### config.mk
export PLATFORM = sky130hd
export DESIGN_NAME = instr_fetch_unit_flat
export DESIGN_NICKNAME = d
export VERILOG_FILES = /design/src/rtl/mips_pkg.sv /design/src/rtl/instr_fetch_unit_if.sv /design/src/rtl/instr_fetch_unit_next_pc_sel.sv /design/src/rtl/instr_fetch_unit.sv /design/src/flat_wrapper.sv
export SDC_FILE = /design/constraint.sdc
export NUM_CORES = 1
export LEC_CHECK = 0
export CORE_MARGIN = 2
export CORE_UTILIZATION = 55
export DETAILED_ROUTE_END_ITERATION = 8
export DONT_BUFFER_PORTS = 1
export PLACE_DENSITY = 0.7
export SLEW_MARGIN = 20
export SYNTH_ARGS = -nofsm -noshare
export SYNTH_HDL_FRONTEND = slang
export SYNTH_HIERARCHICAL = 1
export SYNTH_SLANG_ARGS = --single-unit
export TNS_END_PERCENT = 100
### constraint.sdc
create_clock -name clk -period 3.9 [get_ports clk]
set_input_delay 0.39 -clock clk [delete_from_list [all_inputs] [get_ports clk]]
set_output_delay 0.39 -clock clk [all_outputs]
set_load 0.03 [all_outputs]
### src/rtl/mips_pkg.sv
// Shared MIPS core definitions: fetch FSM states, primary opcodes, reset PC
// and the branch-offset helper used by the next-PC logic.
package mips_pkg;

  typedef enum logic [0:0] {
    FETCH = 1'b0,
    ISSUE = 1'b1
  } fetch_state_t;

  localparam logic [5:0] OP_RTYPE = 6'h00;
  localparam logic [5:0] OP_LW    = 6'h23;
  localparam logic [5:0] OP_SW    = 6'h2B;
  localparam logic [5:0] OP_BEQ   = 6'h04;
  localparam logic [5:0] OP_ADDI  = 6'h08;
  localparam logic [5:0] OP_J     = 6'h02;

  localparam logic [31:0] DEFAULT_RESET_PC = 32'h0000_0000;

  // Sign-extend a 16-bit branch immediate and turn the word offset into bytes.
  function automatic logic [31:0] branch_offset(input logic [15:0] imm);
    return {{14{imm[15]}}, imm, 2'b00};
  endfunction

endpackage

### src/rtl/instr_fetch_unit_if.sv
// Fetch-stage bus: instruction-memory handshake, issue handshake to the
// execute stage, and the controller's opcode/funct and PC-control signals.
interface instr_fetch_unit_if;

  logic        imem_req;
  logic [31:0] imem_addr;
  logic        imem_ack;
  logic [31:0] imem_rdata;
  logic [31:0] instr;
  logic        instr_valid;
  logic        instr_ready;
  logic [5:0]  op;
  logic [5:0]  funct;
  logic [31:0] pc;
  logic [31:0] pc_plus4;
  logic        pc_src;
  logic        jump;

  // Fetch unit side
  modport master (
    output imem_req, imem_addr, instr, instr_valid, op, funct, pc, pc_plus4,
    input  imem_ack, imem_rdata, instr_ready, pc_src, jump
  );

  // Memory / controller / execute side
  modport slave (
    input  imem_req, imem_addr, instr, instr_valid, op, funct, pc, pc_plus4,
    output imem_ack, imem_rdata, instr_ready, pc_src, jump
  );

endinterface

### src/rtl/instr_fetch_unit_next_pc_sel.sv
// Next-PC selection: jump target, branch target or sequential PC, with
// jump taking priority over branch.
module next_pc_sel
  import mips_pkg::*;
(
  input  logic [31:0] i_pc_plus4,
  input  logic [25:0] i_instr,     // only the jump index / branch immediate bits matter here
  input  logic        i_pc_src,
  input  logic        i_jump,
  output logic [31:0] o_next_pc
);

  logic [31:0] w_jump_target;
  logic [31:0] w_branch_target;

  // Compute both targets and pick one; arithmetic wraps modulo 2^32.
  always_comb begin
    w_jump_target   = {i_pc_plus4[31:28], i_instr[25:0], 2'b00};
    w_branch_target = i_pc_plus4 + branch_offset(i_instr[15:0]);
    if (i_jump) begin
      o_next_pc = w_jump_target;
    end else if (i_pc_src) begin
      o_next_pc = w_branch_target;
    end else begin
      o_next_pc = i_pc_plus4;
    end
  end

endmodule

### src/rtl/instr_fetch_unit.sv
// Instruction fetch stage: owns the PC, fetches one word per instruction over
// a req/ack handshake, holds it for the execute stage and advances the PC
// using the controller's jump/branch decision at issue time.
module instr_fetch_unit
  import mips_pkg::*;
#(
  parameter logic [31:0] RESET_PC = DEFAULT_RESET_PC
) (
  input  logic              clk,
  input  logic              reset_n,
  instr_fetch_unit_if.master ifu_bus
);

  fetch_state_t r_state;
  logic [31:0]  r_pc;
  logic [31:0]  r_instr;
  logic         r_instr_valid;
  logic         r_imem_req;

  logic [31:0]  w_pc_plus4;
  logic [31:0]  w_next_pc;

  assign w_pc_plus4 = r_pc + 32'd4;

  next_pc_sel u_next_pc_sel (
    .i_pc_plus4 (w_pc_plus4),
    .i_instr    (r_instr[25:0]),
    .i_pc_src   (ifu_bus.pc_src),
    .i_jump     (ifu_bus.jump),
    .o_next_pc  (w_next_pc)
  );

  // Fetch/issue FSM; req is raised one cycle after reset so an ack seen while
  // req is low (including the reset cycle) never captures data.
  always_ff @(posedge clk) begin
    if (!reset_n) begin
      r_state       <= FETCH;
      r_pc          <= RESET_PC;
      r_instr       <= 32'h0000_0000;
      r_instr_valid <= 1'b0;
      r_imem_req    <= 1'b0;
    end else begin
      case (r_state)
        FETCH: begin
          if (r_imem_req && ifu_bus.imem_ack) begin
            r_instr       <= ifu_bus.imem_rdata;
            r_instr_valid <= 1'b1;
            r_imem_req    <= 1'b0;
            r_state       <= ISSUE;
          end else begin
            r_imem_req    <= 1'b1;
            r_state       <= FETCH;
          end
        end
        ISSUE: begin
          if (ifu_bus.instr_ready) begin
            r_pc          <= w_next_pc;
            r_instr_valid <= 1'b0;
            r_imem_req    <= 1'b1;
            r_state       <= FETCH;
          end else begin
            r_state       <= ISSUE;
          end
        end
        default: begin
          r_state       <= FETCH;
          r_instr_valid <= 1'b0;
          r_imem_req    <= 1'b0;
        end
      endcase
    end
  end

  assign ifu_bus.imem_req    = r_imem_req;
  assign ifu_bus.imem_addr   = r_pc;
  assign ifu_bus.instr       = r_instr;
  assign ifu_bus.instr_valid = r_instr_valid;
  assign ifu_bus.op          = r_instr[31:26];
  assign ifu_bus.funct       = r_instr[5:0];
  assign ifu_bus.pc          = r_pc;
  assign ifu_bus.pc_plus4    = w_pc_plus4;

endmodule

### src/flat_wrapper.sv
// flat-port wrapper written by rule: the top's interface ports become plain ports
module instr_fetch_unit_flat import mips_pkg::*;
#(
  parameter logic [31:0] RESET_PC = DEFAULT_RESET_PC
)
  (clk, reset_n, ifu_bus_imem_req, ifu_bus_imem_addr, ifu_bus_instr, ifu_bus_instr_valid, ifu_bus_op, ifu_bus_funct, ifu_bus_pc, ifu_bus_pc_plus4, ifu_bus_imem_ack, ifu_bus_imem_rdata, ifu_bus_instr_ready, ifu_bus_pc_src, ifu_bus_jump);
  instr_fetch_unit_if ifu_bus_i ();
  input  logic clk;
  input  logic reset_n;
  output wire logic [$bits(ifu_bus_i.imem_req)-1:0] ifu_bus_imem_req;
  output wire logic [$bits(ifu_bus_i.imem_addr)-1:0] ifu_bus_imem_addr;
  output wire logic [$bits(ifu_bus_i.instr)-1:0] ifu_bus_instr;
  output wire logic [$bits(ifu_bus_i.instr_valid)-1:0] ifu_bus_instr_valid;
  output wire logic [$bits(ifu_bus_i.op)-1:0] ifu_bus_op;
  output wire logic [$bits(ifu_bus_i.funct)-1:0] ifu_bus_funct;
  output wire logic [$bits(ifu_bus_i.pc)-1:0] ifu_bus_pc;
  output wire logic [$bits(ifu_bus_i.pc_plus4)-1:0] ifu_bus_pc_plus4;
  input wire logic [$bits(ifu_bus_i.imem_ack)-1:0] ifu_bus_imem_ack;
  input wire logic [$bits(ifu_bus_i.imem_rdata)-1:0] ifu_bus_imem_rdata;
  input wire logic [$bits(ifu_bus_i.instr_ready)-1:0] ifu_bus_instr_ready;
  input wire logic [$bits(ifu_bus_i.pc_src)-1:0] ifu_bus_pc_src;
  input wire logic [$bits(ifu_bus_i.jump)-1:0] ifu_bus_jump;
  assign ifu_bus_imem_req = ifu_bus_i.imem_req;
  assign ifu_bus_imem_addr = ifu_bus_i.imem_addr;
  assign ifu_bus_instr = ifu_bus_i.instr;
  assign ifu_bus_instr_valid = ifu_bus_i.instr_valid;
  assign ifu_bus_op = ifu_bus_i.op;
  assign ifu_bus_funct = ifu_bus_i.funct;
  assign ifu_bus_pc = ifu_bus_i.pc;
  assign ifu_bus_pc_plus4 = ifu_bus_i.pc_plus4;
  assign ifu_bus_i.imem_ack = ifu_bus_imem_ack;
  assign ifu_bus_i.imem_rdata = ifu_bus_imem_rdata;
  assign ifu_bus_i.instr_ready = ifu_bus_instr_ready;
  assign ifu_bus_i.pc_src = ifu_bus_pc_src;
  assign ifu_bus_i.jump = ifu_bus_jump;
  instr_fetch_unit #(.RESET_PC(RESET_PC)) u_core (.clk(clk), .reset_n(reset_n), .ifu_bus(ifu_bus_i));
endmodule
* Word-level counts from Yosys, hierarchy flattened *
Cells that the tools add are included.

operators by class
  add/subtract/negate cells = 2
  equal/unequal tests = 2
  mux-type cells = 11
  bitwise gates (word level) = 1
  reduce and logical (&&, ||, !) cells = 4

operator list
  kind                   count
  $mux 32                2
  $add 32x3->32 const B  1
  $add 32x32->32         1
  $mux 1                 6
  $pmux 1 s2             3
  $reduce_and 2->1       3
  $ne 2x1->1 const B     1
  $ne 2x2->1 const B     1
  $logic_and 1x1->1      1
  $not 1->1              1

storage, ports and cells
  register bits = 67
  input port bits = 38
  output and inout port bits = 142
  logic and storage cells = 25

* Logic depth before layout (Yosys ltp) *
Gate-level depths: netlist (run 1).

  depth in word-level cells = 4
  gate-level depth with buffers = 17
  mapped depth without buffers = 15

* By module *
The synthesis (run 1) kept the hierarchy.

modules (own cells, without submodules)
  module            instances  cells an instance  area each (µm²)
  instr_fetch_unit  1          412                3,377.0
  next_pc_sel       1          337                2,304.7

* Worst setup path before layout (run 1) *
No wires, ideal clock.

  path kind = register -> register
  from = register u_core.r_pc[2], in the netlist u_core/ifu_bus.imem_addr[2]
  to = register u_core.r_pc[31], in the netlist u_core/ifu_bus.imem_addr[31]
  arrival = 4.153 ns
  data required time = 3.778 ns
  slack = -0.376 ns
  stages on the path, launching flop included = 18
  path buffers = 2
  period minus slack after synthesis = 4.276 ns
  cell sequence = dfxtp_1 > ha_1 > buf_2 > clkinv_2 > nor4_4 > nand3_1 > xnor2_1 > ha_1 > clkbuf_1 > a31o_2 > a211oi_1 > o21ai_1 > a21oi_1 > nor3b_1 > a2111oi_4 > xnor2_1 > nand2_1 > a21boi_0

between the ends
  cells in the longest elaborated chain, start to end = 4

RTL lines
  element                   RTL line                            source
  start: declaration        instr_fetch_unit.sv:15              logic [31:0] r_pc;
  start signal: assignment  instr_fetch_unit.sv:57              r_pc <= w_next_pc;
  $add 32x3->32             instr_fetch_unit.sv:23              assign w_pc_plus4 = r_pc + 32'd4;
  net ifu_bus_pc_plus4[26]  flat_wrapper.sv:17                  output wire logic [$bits(ifu_bus_i.pc_plus4)-1:0] ifu_bus_pc_plus4;
  $add 32x32->32            instr_fetch_unit_next_pc_sel.sv:19  w_branch_target = i_pc_plus4 + branch_offset(i_instr[15:0]);
  $mux 32                   instr_fetch_unit_next_pc_sel.sv:22  end else if (i_pc_src) begin
  $mux 32                   instr_fetch_unit_next_pc_sel.sv:20  if (i_jump) begin
  net u_core.w_next_pc[31]  instr_fetch_unit.sv:21              logic [31:0] w_next_pc;

The timed path passes the listed nets, and every way through them passes these cells.
A chain may end at the register's enable or synchronous reset.

* Final worst setup path (run 1) *
  from = register u_core.r_pc[15], in the netlist u_core/ifu_bus.imem_addr[15]
  to = register u_core.r_pc[27], in the netlist u_core/ifu_bus.imem_addr[27]

between the ends
  cells in the longest elaborated chain, start to end = 4

RTL lines
  element                   RTL line
  $add 32x3->32 *           instr_fetch_unit.sv:23
  $add 32x32->32            instr_fetch_unit_next_pc_sel.sv:19
  $mux 32 *                 instr_fetch_unit_next_pc_sel.sv:22
  $mux 32 *                 instr_fetch_unit_next_pc_sel.sv:20
  net u_core.w_next_pc[27]  instr_fetch_unit.sv:21

Mark *: on every way through the listed nets, which the timed path passes. The rest lies on a longest branch.

==> run metrics, run 1 <==
main combinational cell family by area after synthesis compound AO/OA/AOI/OAI gates; pin count of the biggest net entering global routing 68; mux contribution to synthesized area 1.59%; simple-gate share of the synthesized area 24.4%; CP Capture Type flop; I/O pin cnt 180; Synth top area share 23.6%; deepest clock path buffer count 2; final setup fails 0; Tightest Pin Transition 1.19 ns; part of the cycle the worst path needs 95.5%; Synth area leaders dfxtp_1 (24%), nand2_1 (11%), a21boi_0 (8.1%), ha_1 (6.6%), buf_4 (6.1%); hold bufs inserted after CTS 0; startpoint types flop; Synth Cell Area 0.00568 mm^2; compound-gate portion of the synthesized area 26.6%; CTS H-tree depth 3; adder-cell share of the synthesized area 6.96%; number of synthesized flops with an enable pin 0; skew final 0.0162 ns; initial antenna violation count 1; die width 106 um; WHS Endpoint u_core/ifu_bus.instr_valid$_SDFFE_PN0P_; iteration count of the initial detailed-routing pass 5; Distinct cells, synth 73; GRT overflow 0; Initial Util 55.8%; FMAX 268 MHz; DP Area 0.00604 mm^2; final slew viol count 0; maximum VDD drop 0.230 mV; TritonCTS Buffers 9; asr flop ratio synth 0%; CTS Root Buffer Type clkbuf_8; slew margin rel. 20.1%; first-pass GRT wire length 27400 um; WP data arrival 4.02 ns; Initial DRC Count 382; mean area per synthesized cell 7.59 um^2; placed insts 877; Post-DRT Antenna Nets 0; vias in the first global route 5248; total core area 0.0102 mm^2; Routed WL per cell 19.6 um; Area growth syn-to-layout 10.3%; post-route cell area 0.00626 mm^2; worst hold start reset_n; Synth warnings 6; fin util 61.5%; Die Y 106 um; GRT Overall Usage 30.8%; main flop type after synthesis dfxtp_1; drc violations 0; XOR/XNOR share of the synthesized area 7.40%; Worst EP required 4.19 ns; CTS tree yes; final std cells w/o fill 895; status complete, no violations; Leak Pwr 2.62 nW; Synth area leader dfxtp_1; clk slew on worst S/H paths 0.09 ns; # Max-Cap Violations 0; Tot Pwr 1.57 mW; post-layout min period 3.73 ns; Mapped Cells 749; R2R cell count 16; CP Max Fanout 6; share of cells above drive strength 1 17.7%; WS Path Type reg -> reg; die area 0.0112 mm^2; Port Buffers 0; Power Density 250 mW/mm^2; Hold Path Depth 1; clk_lat worst skew 0.36 ns; HP Class in -> reg; clk sink count 67; r2r endpoint u_core/ifu_bus.imem_addr[27]$_SDFFE_PN0P_; Final Hold Fails 0; Mapped Nets 818; Seq/Total Area, Yosys 23.6%; Avg Vias per Cell 6.14; Vias 5498; Final nets 822; dpl hpwl 12900 um; RR Startpoint u_core/ifu_bus.imem_addr[15]$_SDFFE_PN0P_; worst reg2reg setup slack 0.17 ns; final wirelength 17600 um; GP Congestion 0.970; #FFs+latches synth 67; Std-Cell Rows 37
==> per-layer routing <==
metal	vias to the layer above	wire (um)	GRT usage [%]
met2	238	8240	50.7
met1	2636	7600	39.3
met4	0	235	9.49
li1	2601	-	-
met5	-	0	0
met3	23	1480	8.47
==> area by class of cell <==
| cell class | count | area, um^2 |
|---|---|---|
| Antenna cell | 1 | 2.50 |
| Clock buffer | 9 | 124 |
| Clock inverter | 7 | 76.3 |
| Fill cell | 958 | 3920 |
| Inverter | 11 | 42.5 |
| Multi-Input combinational cell | 585 | 3910 |
| Sequential cell | 67 | 1340 |
| Tap cell | 136 | 170 |
| Timing Repair Buffer | 79 | 593 |
==> repair_timing <==
| action | in CTS | in global routing |
|---|---|---|
| gates resized for setup | 0 | 4 |
| buffers inserted | 0 | 1 |
| setup endpoints to repair | 0 | 6 |
==> cell usage after synthesis (6+ instances only) <==
| library cell | number |
|---|---|
| a22oi_1 | 11 |
| nand4_1 | 12 |
| nor2_1 | 23 |
| nor3_1 | 8 |
| a21o_1 | 13 |
| ha_1 | 30 |
| a211oi_1 | 6 |
| nor2b_1 | 9 |
| clkbuf_1 | 37 |
| and3_1 | 8 |
| buf_4 | 46 |
| inv_1 | 9 |
| o21ai_0 | 29 |
| nand2_1 | 171 |
| xnor2_1 | 36 |
| mux2i_1 | 9 |
| a21oi_1 | 35 |
| o21a_1 | 6 |
| a21boi_0 | 61 |
| o21ai_1 | 9 |
| xor2_1 | 12 |
| nand3_1 | 21 |
| dfxtp_1 | 67 |
==> worst max-delay path by stage <==
stage | startpoint | endpoint | slack (ns) | cells after the start
after CTS | u_core/ifu_bus.imem_addr[2]$_SDFFE_PN0P_ | u_core/ifu_bus.imem_addr[27]$_SDFFE_PN0P_ | 0.1 | 16
after detailed placement | u_core/ifu_bus.imem_addr[2]$_SDFFE_PN0P_ | u_core/ifu_bus.imem_addr[27]$_SDFFE_PN0P_ | 0.11 | 16
final | u_core/ifu_bus.imem_addr[15]$_SDFFE_PN0P_ | u_core/ifu_bus.imem_addr[27]$_SDFFE_PN0P_ | 0.17 | 16
after global placement | u_core/ifu_bus.imem_addr[8]$_SDFFE_PN0P_ | u_core/ifu_bus.imem_addr[27]$_SDFFE_PN0P_ | 0.18 | 15
after floorplan | u_core/ifu_bus.imem_addr[7]$_SDFFE_PN0P_ | u_core/ifu_bus.imem_addr[31]$_SDFFE_PN0P_ | 0.006 | 15
after global routing | u_core/ifu_bus.imem_addr[15]$_SDFFE_PN0P_ | u_core/ifu_bus.imem_addr[27]$_SDFFE_PN0P_ | -0.005 | 16
==> state kept, by name, indices dropped and copies added (netlist names) <==
name	count
u_core/ifu_bus.imem_addr	32
u_core/ifu_bus.instr	32
u_core/ifu_bus.imem_req	1
u_core/ifu_bus.instr_valid	1
u_core/r_state	1
==> layout by cell type, fill, tap and decap left out, drive strengths merged, types with 5 or more instances in the layout <==
cell,n
nor2,23
a21o,13
buf,79
nor2b,9
o21a,7
clkbuf,9
a21oi,35
a211oi,8
a31oi,5
and3,9
dfxtp,67
o21ai,39
mux2i,9
nand3,21
a21boi,66
inv,12
ha,30
nand2,171
xor2,12
a22oi,11
nand4,15
xnor2,36
nor3,8
o31ai,5
==> power by group <==
part	internal, mW	switching (mW)	total (mW)
Sequential	0.704	0.0570	0.761
Combinational	0.0718	0.129	0.201
Clock	0.300	0.307	0.606
Total	1.08	0.493	1.57
==> worst max-delay path, cell delays in order, from the launching register on <==
cell and delay (ns):
dfxtp_1 0.36, nand4_2 0.24, nor4_4 0.32, buf_4 0.20
nand3_1 0.18, xnor2_4 0.18, ha_1 0.38, nand2_1 0.14
o21ai_1 0.25, nor3_1 0.10, a211oi_2 0.28, o41ai_1 0.12
buf_4 0.16, or4b_1 0.46, nand3_1 0.08, nand2_1 0.05
a21boi_0 0.15
==> metrics by stage <==
step                      setup WS, ns  hold WS, ns  setup TNS [ns]
after global routing          -0.00506        0.137        -0.00506
after CTS                       0.0952        0.139               0
final                            0.175        0.167               0
after floorplan                0.00632        0.506               0
after detailed placement         0.114        0.534               0
after global placement           0.182        0.521               0
==> cells by family after synthesis <==
group                    count (synthesis)
XOR/XNOR                                48
flip-flops                              67
buffers and inverters                   97
adder cells (fa/ha/maj)                 31
multiplexers                             9
AO/OA/AOI/OAI                          212
AND/OR/NAND/NOR                        285
Note: power is estimated with default switching activity, not from simulation.
==> run 2: changes to the inputs <==
ABC_AREA = 1   (was not set)
==> run metrics, run 2 <==
status complete, no violations (unchanged); initial antenna violation count 0 (was 1); Distinct cells, synth 37 (was 73); WS Path Type reg -> reg (unchanged); maximum VDD drop 0.356 mV (was 0.230 mV); pin count of the biggest net entering global routing 66 (was 68); Vias 6572 (was 5498); GP Congestion 0.992 (was 0.970); most common cell in the synthesized netlist nand2_1 (unchanged); post-route cell area 0.00667 mm^2 (was 0.00626 mm^2); Final Worst Setup Slack 0.397 ns (was 0.175 ns); Synth Cell Area 0.00621 mm^2 (was 0.00568 mm^2); Slowest-stage cell, CP ha_1 (was or4b_1); Mapped Cells 1069 (was 749); GRT Overall Usage 32.9% (was 30.8%); FMAX 285 MHz (was 268 MHz); die area 0.0122 mm^2 (was 0.0112 mm^2); Area growth syn-to-layout 7.37% (was 10.3%); Initial Util 56.8% (was 55.8%); Routed WL per cell 16.3 um (was 19.6 um); clk slew on worst S/H paths 0.06 ns (was 0.09 ns); hold bufs inserted after CTS 0 (unchanged); critical path's top delay family simple AND/OR/NAND/NOR gates (unchanged); Synth area leader dfxtp_1 (unchanged); Initial DRC Count 556 (was 382); TritonCTS Buffers 9 (unchanged); HP Class in -> reg (unchanged); CTS tree yes (unchanged); post-CTS sizing 0 (unchanged); Synth warnings 6 (unchanged); Seq/Total Area, Yosys 21.6% (was 23.6%); main flop type after synthesis dfxtp_1 (unchanged); CP Max Fanout 5 (was 6); share of cells above drive strength 1 11.7% (was 17.7%); final setup fails 0 (unchanged); DP Area 0.00634 mm^2 (was 0.00604 mm^2); WP buf/inv 2 (unchanged); Tot Pwr 2.18 mW (was 1.57 mW); Die Y 110 um (was 106 um); Std-Cell Rows 38 (was 37); Power Density 328 mW/mm^2 (was 250 mW/mm^2); worst hold start ifu_bus_imem_rdata[9] (was reset_n); clk sink count 67 (unchanged); final slew viol count 0 (unchanged); RR Startpoint u_core/ifu_bus.imem_addr[2]$_SDFFE_PN0P_ (was u_core/ifu_bus.imem_addr[15]$_SDFFE_PN0P_); Synth top area share 21.6% (was 23.6%); deepest clock path buffer count 2 (unchanged); number of synthesized flops with an enable pin 0 (unchanged); mean area per synthesized cell 5.81 um^2 (was 7.59 um^2); startpoint types flop (unchanged); CP most frequent cell nand2_1; WP data arrival 3.71 ns (was 4.02 ns); postcts setup bufs 0 (unchanged); vias in the first global route 6009 (was 5248); RSZ-0062 raised after global routing false; Crit path largest cell delay 0.56 ns (was 0.46 ns); dpl hpwl 15000 um (was 12900 um); CTS H-tree depth 3 (unchanged); I/O pin cnt 180 (unchanged); # diodes 0 (was 1); iteration count of the initial detailed-routing pass 8 (was 5); asr flop ratio synth 0% (unchanged); CP Capture Type flop (unchanged); # Max-Cap Violations 0 (unchanged); most common cell after layout, fill and taps aside nand2_1 (unchanged); Avg Vias per Cell 5.45 (was 6.14); most frequent cells in the layout nand2_1 (316), nor2_1 (188), inv_1 (103), o21ai_0 (92), dfxtp_1 (67) (was nand2_1 (171), buf_4 (79), dfxtp_1 (65), a21boi_0 (61), a21oi_1 (34)); GRT overflow 0 (unchanged); CTS Root Buffer Type clkbuf_16 (was clkbuf_8); die width 110 um (was 106 um); Port Buffers 0 (unchanged); Mapped Nets 1138 (was 818); drc violations 0 (unchanged); setup_tns 0 ns (unchanged); Leak Pwr 3.33 nW (was 2.62 nW); Placement Setup Slack 0.473 ns (was 0.114 ns); slew margin rel. 38.9% (was 20.1%); clk_lat worst skew 0.33 ns (was 0.36 ns); Final nets 1130 (was 822); Post-DRT Antenna Nets 0 (unchanged); part of the cycle the worst path needs 89.8% (was 95.5%); #FFs+latches synth 67 (unchanged); Synth area leaders dfxtp_1 (22%), nand2_1 (19%), nor2_1 (11%), o21ai_0 (7.4%), inv_1 (6.2%) (was dfxtp_1 (24%), nand2_1 (11%), a21boi_0 (8.1%), ha_1 (6.6%), buf_4 (6.1%)); total core area 0.0109 mm^2 (was 0.0102 mm^2); Worst EP required 4.11 ns (was 4.19 ns); Final Hold Fails 0 (unchanged); final wirelength 19700 um (was 17600 um); skew final 0.0114 ns (was 0.0162 ns); Tightest Pin Transition 0.915 ns (was 1.19 ns); Post-synth top cells nand2_1 (316), nor2_1 (188), inv_1 (103) (was nand2_1 (171), dfxtp_1 (67), a21boi_0 (61)); cell breakdown of the critical path inv_1 -> nor2_4 -> nand2_4 -> nor2_4 -> nand2_1 -> nand2_1 -> nand2_1 -> ha_1 -> nand2_2 -> nor2_4 -> inv_1 -> nor2_1 -> nand4_1 -> nand4_1 -> nand3_1 -> nand2_1 -> nand2_1 -> o21ai_0 -> nor2_1 (was nand4_2 -> nor4_4 -> buf_4 -> nand3_1 -> xnor2_4 -> ha_1 -> nand2_1 -> o21ai_1 -> nor3_1 -> a211oi_2 -> o41ai_1 -> buf_4 -> or4b_1 -> nand3_1 -> nand2_1 -> a21boi_0); post-layout min period 3.50 ns (was 3.73 ns); first-pass GRT wire length 30500 um (was 27400 um); Setup crit start u_core/ifu_bus.imem_addr[2]$_SDFFE_PN0P_ (was u_core/ifu_bus.imem_addr[15]$_SDFFE_PN0P_)
==> run 2: changes by cell type in the layout (fill, tap and decap cells not counted), moves of 15 or more <==
cell / before / now
inv_1: 9 / 103
nand3_1: 21 / 42
a21boi_0: 61 / 0
buf_4: 79 / 55
nor2_1: 23 / 188
nand2_1: 171 / 316
nand2_2: 0 / 15
xnor2_1: 27 / 10
o21ai_0: 28 / 92
==> run 2: final timing paths <==
| kind | endpoint | slack [ns] | cells after the start |
|---|---|---|---|
| max | u_core/ifu_bus.imem_addr[21]$_SDFFE_PN0P_ | 0.40 | 19 |
| min | u_core/ifu_bus.instr[9]$_SDFFE_PN0P_ | 0.20 | 2 |
| max reg2reg | u_core/ifu_bus.imem_addr[21]$_SDFFE_PN0P_ | 0.40 | 19 |
| min reg2reg | u_core/ifu_bus.imem_addr[3]$_SDFFE_PN0P_ | 0.53 | 2 |
==> run 2: worst register-to-register path: cells and delay by family, from the launching register on <==
family | cells | cell delay (ns)
simple gates | 15 | 2.04
compound gates | 1 | 0.16
fa+ha+maj | 1 | 0.56
flops | 1 | 0.35
buf+inv | 2 | 0.28
==> run 2: kinds of logic (layout without fill, tap and decap cells) <==
kind of cell / after synthesis / count (layout) / share of synthesized area [%]
flops: 67 / 67 / 21.6
buf+inv: 182 / 178 / 13.9
xor+xnor: 23 / 23 / 3.24
compound gates: 151 / 151 / 12.7
simple gates: 615 / 615 / 42.2
fa+ha+maj: 31 / 31 / 6.37
==> run 2: report_power, final <==
part / switching [mW] / leakage (nW) / internal [mW]
Clock: 0.297 / 0.162 / 0.591
Combinational: 0.306 / 2.62 / 0.138
Sequential: 0.127 / 0.548 / 0.727
Total: 0.730 / 3.33 / 1.45
==> run 2: per-stage QoR <==
step / hold slack (ns) / instances / util (%)
2_1_floorplan: 0.497 / 1069 / -
3_3_place_gp: 0.515 / 1190 / 58.0
3_5_place_dp: 0.526 / 1190 / 58.0
4_1_cts: 0.193 / 1205 / 61.0
5_1_grt: 0.194 / 1205 / 61.0
6_report: 0.196 / 1205 / 61.0
==> run 2: layout make-up <==
| type | instances | area [um^2] |
|---|---|---|
| clock buffers | 11 | 253 |
| clock inverters | 4 | 73.8 |
| fillers | 1118 | 4270 |
| inverters | 108 | 405 |
| multi-input cells | 820 | 4010 |
| flip-flops and latches | 67 | 1340 |
| well taps | 140 | 175 |
| repair buffers | 55 | 413 |
==> run 2: routing by layer <==
layer  track usage (%)  vias to the layer above  wire (um)
met1              40.3                     2923       8200
met4              10.4                        0        541
met3              10.1                       41       1990
met5                 0                        -          0
met2              55.3                      295       8940
li1                  -                     3313          -
==> run 3: changes to the inputs <==
REMOVE_ABC_BUFFERS = 1   (was not set)
==> run metrics, run 3 (synthesis gave the netlist of run 2 again) <==
status complete, no violations (unchanged); post-CTS sizing 0 (unchanged); CTS Root Buffer Type clkbuf_16 (unchanged); CP Max Fanout 5 (unchanged); part of the cycle the worst path needs 89.4% (was 89.8%); dpl hpwl 15000 um (about the same); Initial DRC Count 645 (was 556); slew margin rel. 37.4% (was 38.9%); clk slew on worst S/H paths 0.06 ns (about the same); Area growth syn-to-layout 7.27% (was 7.37%); GRT Overall Usage 33.0% (was 32.9%); vias in the first global route 5900 (was 6009); post-route cell area 0.00666 mm^2 (was 0.00667 mm^2); Worst EP required 4.12 ns (was 4.11 ns); maximum VDD drop 0.351 mV (was 0.356 mV); Avg Vias per Cell 5.42 (was 5.45); RSZ-0062 raised after global routing false (unchanged); Final nets 1130 (unchanged); setup_tns 0 ns (unchanged); pin count of the biggest net entering global routing 66 (unchanged); die width 110 um (unchanged); Hold Path Depth 2 (unchanged); WP data arrival 3.70 ns (was 3.71 ns); WS Path Type reg -> reg (unchanged); register area 0.00134 mm^2 (unchanged); final setup fails 0 (unchanged); post-layout min period 3.49 ns (was 3.50 ns); most frequent cells in the layout nand2_1 (316), nor2_1 (188), inv_1 (103), o21ai_0 (92), dfxtp_1 (67) (unchanged); final slew viol count 0 (unchanged); Std-Cell Rows 38 (unchanged); R2R cell count 21 (was 19); Post-DRT Antenna Nets 0 (unchanged); Power Density 327 mW/mm^2 (was 328 mW/mm^2); DP Area 0.00634 mm^2 (unchanged); final std cells w/o fill 1206 (was 1205); Fillers 1141 (was 1118); Leak Pwr 3.32 nW (was 3.33 nW); Port Buffers 0 (unchanged); CP Capture Type flop (unchanged); GP Congestion 0.983 (was 0.992); final wirelength 19600 um (was 19700 um); initial antenna violation count 0 (unchanged); Die Y 110 um (unchanged); iteration count of the initial detailed-routing pass 7 (was 8); first-pass GRT wire length 30400 um (was 30500 um); clk sink count 67 (unchanged); Initial Util 56.8% (unchanged); Tightest Pin Transition 0.938 ns (was 0.915 ns); Routed WL per cell 16.3 um (about the same); CTS H-tree depth 3 (unchanged); die area 0.0122 mm^2 (unchanged); Vias 6533 (was 6572); deepest clock path buffer count 2 (unchanged); I/O pin cnt 180 (unchanged); drc violations 0 (unchanged); total core area 0.0109 mm^2 (unchanged); FMAX 287 MHz (was 285 MHz); Tot Pwr 2.18 mW (about the same); share of cells above drive strength 1 11.6% (was 11.7%); # Max-Cap Violations 0 (unchanged); skew final 0.00496 ns (was 0.0114 ns); TritonCTS Buffers 9 (unchanged); startpoint types flop (unchanged); hold bufs inserted after CTS 0 (unchanged); HP Class in -> reg (unchanged); Final Hold Fails 0 (unchanged); postcts setup bufs 0 (unchanged); # diodes 0 (unchanged); clk_lat worst skew 0.33 ns (about the same); placed insts 1190 (unchanged); Multi-input gate area 0.00401 mm^2 (unchanged); CTS tree yes (unchanged); most common cell after layout, fill and taps aside nand2_1 (unchanged); GRT overflow 0 (unchanged)
[run 3: path summary, 6_finish.rpt]
path	start	end	slack (ns)
worst max-delay path	u_core/ifu_bus.imem_addr[5]$_SDFFE_PN0P_	u_core/ifu_bus.imem_addr[21]$_SDFFE_PN0P_	0.41
worst min-delay path	ifu_bus_imem_rdata[8]	u_core/ifu_bus.instr[8]$_SDFFE_PN0P_	0.20
worst max register to register	u_core/ifu_bus.imem_addr[5]$_SDFFE_PN0P_	u_core/ifu_bus.imem_addr[21]$_SDFFE_PN0P_	0.41
worst min register to register	u_core/ifu_bus.imem_addr[5]$_SDFFE_PN0P_	u_core/ifu_bus.imem_addr[5]$_SDFFE_PN0P_	0.50
[run 3: final cells by class]
class                           count  area share, %
Clock inverter                      4           1.11
Multi-Input combinational cell    820           60.2
Clock buffer                       12           3.70
Inverter                          108           6.08
Sequential cell                    67           20.1
Tap cell                          140           2.63
Timing Repair Buffer               55           6.20
[run 3: where the power goes]
part / total [mW] / internal [mW] / switching (mW)
combinational: 0.453 / 0.139 / 0.315
clock: 0.880 / 0.578 / 0.302
sequential: 0.847 / 0.727 / 0.121
[run 3: stage by stage]
stage,setup WS (ns),util [%],hold WS (ns)
2_1_floorplan,0.215,-,0.496
3_3_place_gp,0.584,58.0,0.492
3_5_place_dp,0.528,58.0,0.486
4_1_cts,0.511,60.9,0.183
5_1_grt,0.0880,60.9,0.189
6_report,0.412,60.9,0.195
[run 3: worst max-delay path, cell delays in order, from the launching register on]
cell	delay (ns)
dfxtp_1	0.35
buf_4	0.24
nand2_1	0.11
nor2_1	0.22
nand2_4	0.13
nor2_4	0.18
nand2_1	0.07
nand2_1	0.06
nand2_1	0.05
buf_4	0.18
ha_1	0.39
nand2_2	0.12
nor2_4	0.15
inv_1	0.09
nor2_1	0.15
nand4_1	0.16
nand4_1	0.14
nand3_1	0.15
nand2_1	0.14
nand2_1	0.07
o21ai_0	0.16
nor2_1	0.06
[run 3: metal layers]
layer	up-vias	share of wire, %	global-route usage (%)
li1	3308	-	-
met1	2881	45	45.3
met2	317	44	52.8
met3	27	9.6	6.17
met4	0	1.7	9.11
met5	-	0	0
